$ cat config.mk
export PLATFORM = sky130hd
export DESIGN_NAME = serial_subtractor
export DESIGN_NICKNAME = d
export VERILOG_FILES = /design/src/rtl/serial_subtractor.sv
export SDC_FILE = /design/constraint.sdc
export NUM_CORES = 1
export LEC_CHECK = 0
export CAP_MARGIN = 15
export CELL_PAD_IN_SITES_DETAIL_PLACEMENT = 1
export CELL_PAD_IN_SITES_GLOBAL_PLACEMENT = 1
export CORE_UTILIZATION = 40
export DETAILED_ROUTE_END_ITERATION = 16
export PLACE_DENSITY_LB_ADDON = 0.1
export RECOVER_POWER = 100
export SYNTH_ARGS = -nofsm -noshare
export SYNTH_HDL_FRONTEND = slang
export SYNTH_SLANG_ARGS = --single-unit
export TNS_END_PERCENT = 1
$ cat constraint.sdc
create_clock -name clk -period 3.5 [get_ports clk]
set_input_delay 0.7 -clock clk [delete_from_list [all_inputs] [get_ports clk]]
set_output_delay 0.7 -clock clk [all_outputs]
set_load 0.05 [all_outputs]
$ cat src/rtl/serial_subtractor.sv
// serial_subtractor
//   Bit-serial unsigned subtractor computing a - b modulo 2^WIDTH, one bit
//   per clock, LSB first, using a single full-subtractor cell.
//
//   Optional feature: define SUB_FLAGS_EN to build the zero/negative/overflow
//   status flags. Without it those outputs are tied to 0.
//
//   Ports
//     clk       in   clock, rising edge
//     rst       in   synchronous active-high reset
//     start     in   request a subtraction (accepted in IDLE or DONE)
//     a, b      in   minuend / subtrahend, captured when start is accepted
//     busy      out  subtraction in progress
//     done      out  one-cycle pulse, result and flags valid
//     result    out  a - b modulo 2^WIDTH
//     borrow    out  final borrow-out (a < b unsigned)
//     zero      out  result == 0
//     negative  out  result MSB
//     overflow  out  signed overflow of the subtraction
//
//   state | meaning
//   IDLE  | waiting for start
//   RUN   | processing one bit per cycle, WIDTH cycles
//   DONE  | one-cycle done pulse; start here re-enters RUN directly
module serial_subtractor #(
    parameter int WIDTH = 32
) (
    input  logic             clk,
    input  logic             rst,
    input  logic             start,
    input  logic [WIDTH-1:0] a,
    input  logic [WIDTH-1:0] b,
    output logic             busy,
    output logic             done,
    output logic [WIDTH-1:0] result,
    output logic             borrow,
    output logic             zero,
    output logic             negative,
    output logic             overflow
);

    localparam int CW = $clog2(WIDTH);
    localparam logic [CW-1:0] LAST_BIT = CW'(WIDTH - 1);

    typedef enum logic [1:0] {
        IDLE = 2'd0,
        RUN  = 2'd1,
        DONE = 2'd2
    } state_t;

    state_t state, state_nxt;

    logic             accept;
    logic             last_bit;
    logic [CW-1:0]    bit_cnt;
    logic             bin;
    logic [WIDTH-1:0] a_sh;
    logic [WIDTH-1:0] b_sh;
    logic [WIDTH-1:0] acc;
    logic             d;
    logic             bout;
    logic [WIDTH-1:0] res_final;

    // Full-subtractor cell on the current LSBs of the operand shift registers.
    assign d    = a_sh[0] ^ b_sh[0] ^ bin;
    assign bout = (~a_sh[0] & b_sh[0]) | (~(a_sh[0] ^ b_sh[0]) & bin);

    // Complete difference as it will look after the final bit is shifted in.
    assign res_final = {d, acc[WIDTH-1:1]};
    assign last_bit  = (bit_cnt == LAST_BIT);

    always_ff @(posedge clk) begin
        if (rst) begin
            state <= IDLE;
        end else begin
            state <= state_nxt;
        end
    end

    always_comb begin
        state_nxt = state;
        busy      = 1'b0;
        done      = 1'b0;
        accept    = 1'b0;
        case (state)
            IDLE: begin
                if (start) begin
                    accept    = 1'b1;
                    state_nxt = RUN;
                end
            end
            RUN: begin
                busy = 1'b1;
                if (last_bit) begin
                    state_nxt = DONE;
                end
            end
            DONE: begin
                done = 1'b1;
                if (start) begin
                    accept    = 1'b1;
                    state_nxt = RUN;
                end else begin
                    state_nxt = IDLE;
                end
            end
            default: state_nxt = IDLE;
        endcase
    end

    always_ff @(posedge clk) begin
        if (rst) begin
            bit_cnt <= '0;
            bin     <= 1'b0;
            a_sh    <= '0;
            b_sh    <= '0;
            acc     <= '0;
            result  <= '0;
            borrow  <= 1'b0;
        end else if (accept) begin
            a_sh    <= a;
            b_sh    <= b;
            bit_cnt <= '0;
            bin     <= 1'b0;
        end else if (busy) begin
            a_sh    <= a_sh >> 1;
            b_sh    <= b_sh >> 1;
            acc     <= res_final;
            bin     <= bout;
            bit_cnt <= last_bit ? '0 : bit_cnt + 1'b1;
            // Outputs change only when the last bit is done, never mid-run.
            if (last_bit) begin
                result <= res_final;
                borrow <= bout;
            end
        end
    end

`ifdef SUB_FLAGS_EN
    logic a_msb;
    logic b_msb;

    always_ff @(posedge clk) begin
        if (rst) begin
            a_msb    <= 1'b0;
            b_msb    <= 1'b0;
            zero     <= 1'b0;
            negative <= 1'b0;
            overflow <= 1'b0;
        end else begin
            // Operand sign bits are kept aside because a_sh/b_sh shift them out.
            if (accept) begin
                a_msb <= a[WIDTH-1];
                b_msb <= b[WIDTH-1];
            end
            if (busy && last_bit) begin
                zero     <= (res_final == '0);
                negative <= d;
                overflow <= (a_msb != b_msb) && (d != a_msb);
            end
        end
    end
`else
    assign zero     = 1'b0;
    assign negative = 1'b0;
    assign overflow = 1'b0;
`endif

endmodule
-- Word level (Yosys, flattened, before mapping)
Index checks and enable logic that the tools add are counted.
- equal/unequal tests: 5
- muxes and demuxes: 13
- reduce and logical (&&, ||, !) cells: 7
- bitwise gates (word level): 8
- add/subtract/negate cells: 1
- operators by type and width (cell ; number):
    two-way mux 32 bit ; 4
    one-hot mux 2 bit (3 select lines) ; 1
    adder 5 x 1 -> 5 bit (second input constant) ; 1
    equality test 5 bit (second input constant) ; 1
    two-way mux 1 bit ; 5
    two-way mux 5 bit ; 1
    two-way mux 2 bit ; 2
    inequality test 2 bit (second input constant) ; 2
    AND reduction 2 bit ; 2
    OR reduction 2 bit ; 2
    NOT 1 bit ; 3
    AND reduction 3 bit ; 1
    bitwise AND 1 bit ; 2
    equality test 2 x 1 -> 1 bit (second input constant) ; 1
    equality test 2 bit (second input constant) ; 1
    logical NOT 2 bit ; 1
    nonzero test 2 bit ; 1
    XOR 1 bit ; 2
    bitwise OR 1 bit ; 1
- input bits: 67
- bits in registers: 137
- output and inout bits: 38
- word-level logic and storage cells: 42

-- Depth between registers and ports, before layout
- depth in word-level cells: 5
- gate-level depth with buffers: 9
- gate-level depth less buffers: 6

-- Worst setup path after synthesis
No wires, ideal clock.
- path kind: register to output
- from: register state[0]
- to: output done
- stages on the path, launching flop included: 2
- path slack: 1763 ps
- required time: 2800 ps
- path buffers: 0
- arrival time: 1037 ps
- cell sequence: dfxtp_1 nor2b_1
- word-level cells in the longest chain between the ends: 2
- RTL lines (element ; line ; source):
    start, declared ; 51 ; state_t state, state_nxt;
    start signal, assigned ; 76 ; state <= state_nxt;
    equality test 2 bit ; 85 ; case (state)
    two-way mux 1 bit ; 85 ;
    end, declared ; 34 ; output logic done,
Every way passes these cells.

-- Final worst setup path
- from: register bit_cnt[0]
- to: register result[2]
- word-level cells in the longest chain between the ends: 2
- RTL lines (element ; line ; source):
    start, declared ; 55 ; logic [CW-1:0] bit_cnt;
    start signal, assigned ; 130 ; bit_cnt <= last_bit ? '0 : bit_cnt + 1'b1;
    equality test 5 bit ; 70 ; assign last_bit = (bit_cnt == LAST_BIT);
    AND reduction 3 bit (no source line) ; -- ;
    end signal, assigned ; 133 ; result <= res_final;
    end, declared ; 35 ; output logic [WIDTH-1:0] result,
Every way passes these cells.
A chain may end at the register's enable or synchronous reset.

==> results by group <==
Floorplanning
  – Die extent in x: around 120 um
  – Die Y: 117 um
  – Initial Utilization: 0.414
  – I/O pins: around 110
  – Core area: 0.0128 sq mm
  – Row cnt: 41
  – Die area: 0.0137 sq mm

Synthesis
  – Synth area leader: dfxtp_1
  – Warnings, synthesis: 0
  – Syn Area/Cell: 7.93 sq um
  – Ys flop type: dfxtp_1
  – Synth top area share: 0.515
  – Count leader, synth: nand2_1
  – Top cells by area, synth: dfxtp_1, nand2_1, a311oi_1
  – Post-synth EDFFs: 0
  – Mapped cell area: 0.00529 sq mm
  – Most frequent cells after synthesis: nand2_1, dfxtp_1, a21oi_1
  – Post-synthesis async set-or-reset flop share: 0
  – Synthesized flop and latch total: 136
  – Syn Inst Count: 667
  – Synth cell types: 34
  – Register area share after synthesis: 0.515

Place
  – Detail Placement HPWL: 8370 um
  – PortBufs: between 100 and 150
  – Dpl cells: 887
  – Routability cong.: between 0.7 and 0.8
  – Place WS: 0.984 ns

Global routing
  – Vias in the first global route: between 4000 and 5000
  – Largest net degree at the start of global routing: slightly below 100
  – Antenna violations before repair: 0
  – Gr ovfl total: 0
  – Total GRT Usage: 0.205
  – First-pass GRT wire length: around 22000 um

Timing
  – Hold_ws: ~0.45 ns
  – Fmax: approximately 380 MHz
  – Final period util: 0.742
  – Final setup margin: 0.902 ns
  – Worst slew pin tran: 1.38 ns
  – Clock skew: 0.00633 ns
  – Fin. max-slew vios: 0
  – Worst slew margin: 0.0822
  – Final hold vios: 0
  – Setup TNS: 0 ns
  – Clock period minus worst slack: 2.60 ns
  – RSZ-0062 raised after global routing: no
  – Final setup viols: 0

Clock tree
  – Root Buffer: clkbuf_16
  – Max H-tree Level: 4
  – Clock Latency Late Sink: around 0.41 ns
  – CTS tree: built
  – CTS Sinks: about 140
  – Clock edge transition at the registers on the reported setup and hold paths: 0.06 ns
  – Number of setup buffers added after CTS: 0
  – CTS Hold Bufs: 0
  – CTS max path bufs: 2
  – Num CTS Buffers: 17
  – Post-CTS sizing: 0

Setup path
  – Worst Path Class, Setup: reg2reg
  – CP Launch Type: flip-flop
  – WP data required: 3.84 ns
  – Data arrival time of the worst path: roughly 3 ns
  – Nature of the critical path endpoint: flip-flop
  – Critical-path maximum fanout: 33

Finish
  – Share of layout cells above drive strength 1: 0.0523
  – Final #Nets: 804
  – Final Util: 0.543
  – Fill cells: 1501
  – # diodes: 0
  – Area delta synth->final: 31.0%
  – Final Non-Filler Cells: ~920

Routing
  – Via density: 5.18
  – Drc violations: 0
  – Total Wirelength: 13400 um
  – Total number of vias: 4751
  – WL per Instance: 14.6 um
  – Drt initial violations: 254
  – Drt first pass iters: 4
  – DRT antenna net count: 0

Power
  – Leak pwr: around 2.5 nW
  – VDD IR max: 0.274 mV
  – Pwr dens: 564 mW/mm^2

Min path
  – Hold Path Class: reg2reg

Job
  – Max cap viols: 0

Outcome
  – Outcome: completed
==> area by class of cell <==
type / instances / area, sq um / area share
clock buffer: 23 / 488 / 0.0704
clock inverter: 8 / 143 / 0.0206
inverter: 3 / 12.5 / 0.00180
multi-input combinational: 468 / 2270 / 0.327
sequential: 136 / 2720 / 0.393
tap: 172 / 215 / 0.0310
timing repair buffer: 108 / 1090 / 0.157
==> critical path, cell delays in order (launching register included) <==
cell      delay [ns]
dfxtp_1         0.35
ha_1            0.24
and3_1          0.19
ha_1            0.27
nand3b_1        0.11
clkbuf_1        0.99
nand2_1         0.17
a21oi_1         0.19
==> state kept, by name, summed over array words and instances (netlist names) <==
name	count
a_sh	32
acc	31
b_sh	32
bin	1
bit_cnt	5
borrow	1
result	32
state	2
==> power breakdown <==
| group | leakage (nW) | internal, mW | switching [mW] |
|---|---|---|---|
| Sequential | 1.11 | 1.62 | 0.0423 |
| Combinational | 1.07 | 0.148 | 0.200 |
| Clock | 0.309 | 1.26 | 0.635 |
==> layer usage <==
metal / share of wire / global-route usage / vias up
met4: 0.020 / 0.0844 / 0
met1: 0.45 / 0.248 / 2256
met5: 0 / 0 / -
met2: 0.50 / 0.350 / 91
li1: - / - / 2381
met3: 0.036 / 0.0489 / 23
==> worst paths after layout <==
kind / slack [ns] / startpoint / end / cells past startpoint
worst max-delay path: 0.90 / bit_cnt[0] / result[2] / 7
worst max register to register: 0.90 / bit_cnt[0] / result[2] / 7
worst min-delay path: 0.45 / result[16] / result[16] / 2
worst min register to register: 0.45 / result[16] / result[16] / 2
==> placed cells by master, fill, tap and decap left out, types with 2 or more instances in the layout <==
cell type / n
nand2_1: 230
dfxtp_1: 136
a21oi_1: 70
clkdlybuf4s50_1: 64
nor2_1: 54
a311oi_1: 49
dlygate4sd3_1: 35
nor3_1: 25
clkbuf_16: 17
o22ai_1: 12
clkbuf_8: 4
bufinv_16: 4
clkbuf_1: 4
nand3_1: 3
conb_1: 3
clkinv_2: 3
buf_4: 3
buf_12: 3
nand2b_4: 2
nor2b_1: 2
inv_1: 2
o21ai_0: 2
a211oi_1: 2
ha_1: 2
==> cells by family after synthesis <==
group,after synthesis,share of synthesized area
AO/OA/AOI/OAI,138,0.170
adder cells (fa/ha/maj),3,0.00851
buffers and inverters,65,0.0610
flip-flops,136,0.515
multiplexers,1,0.00189
other,1,0.000709
AND/OR/NAND/NOR,323,0.243
==> per-stage QoR <==
| stage | cell area (sq um) | total power, mW |
|---|---|---|
| floorplan | 5300 | 1.92 |
| global route | 6930 | 4.06 |
| detailed placement | 6310 | 2.05 |
| CTS | 6940 | 3.94 |
| finish | 6930 | 3.91 |
| global placement | 6310 | 2.04 |
Power figures use the tool's default switching activity.
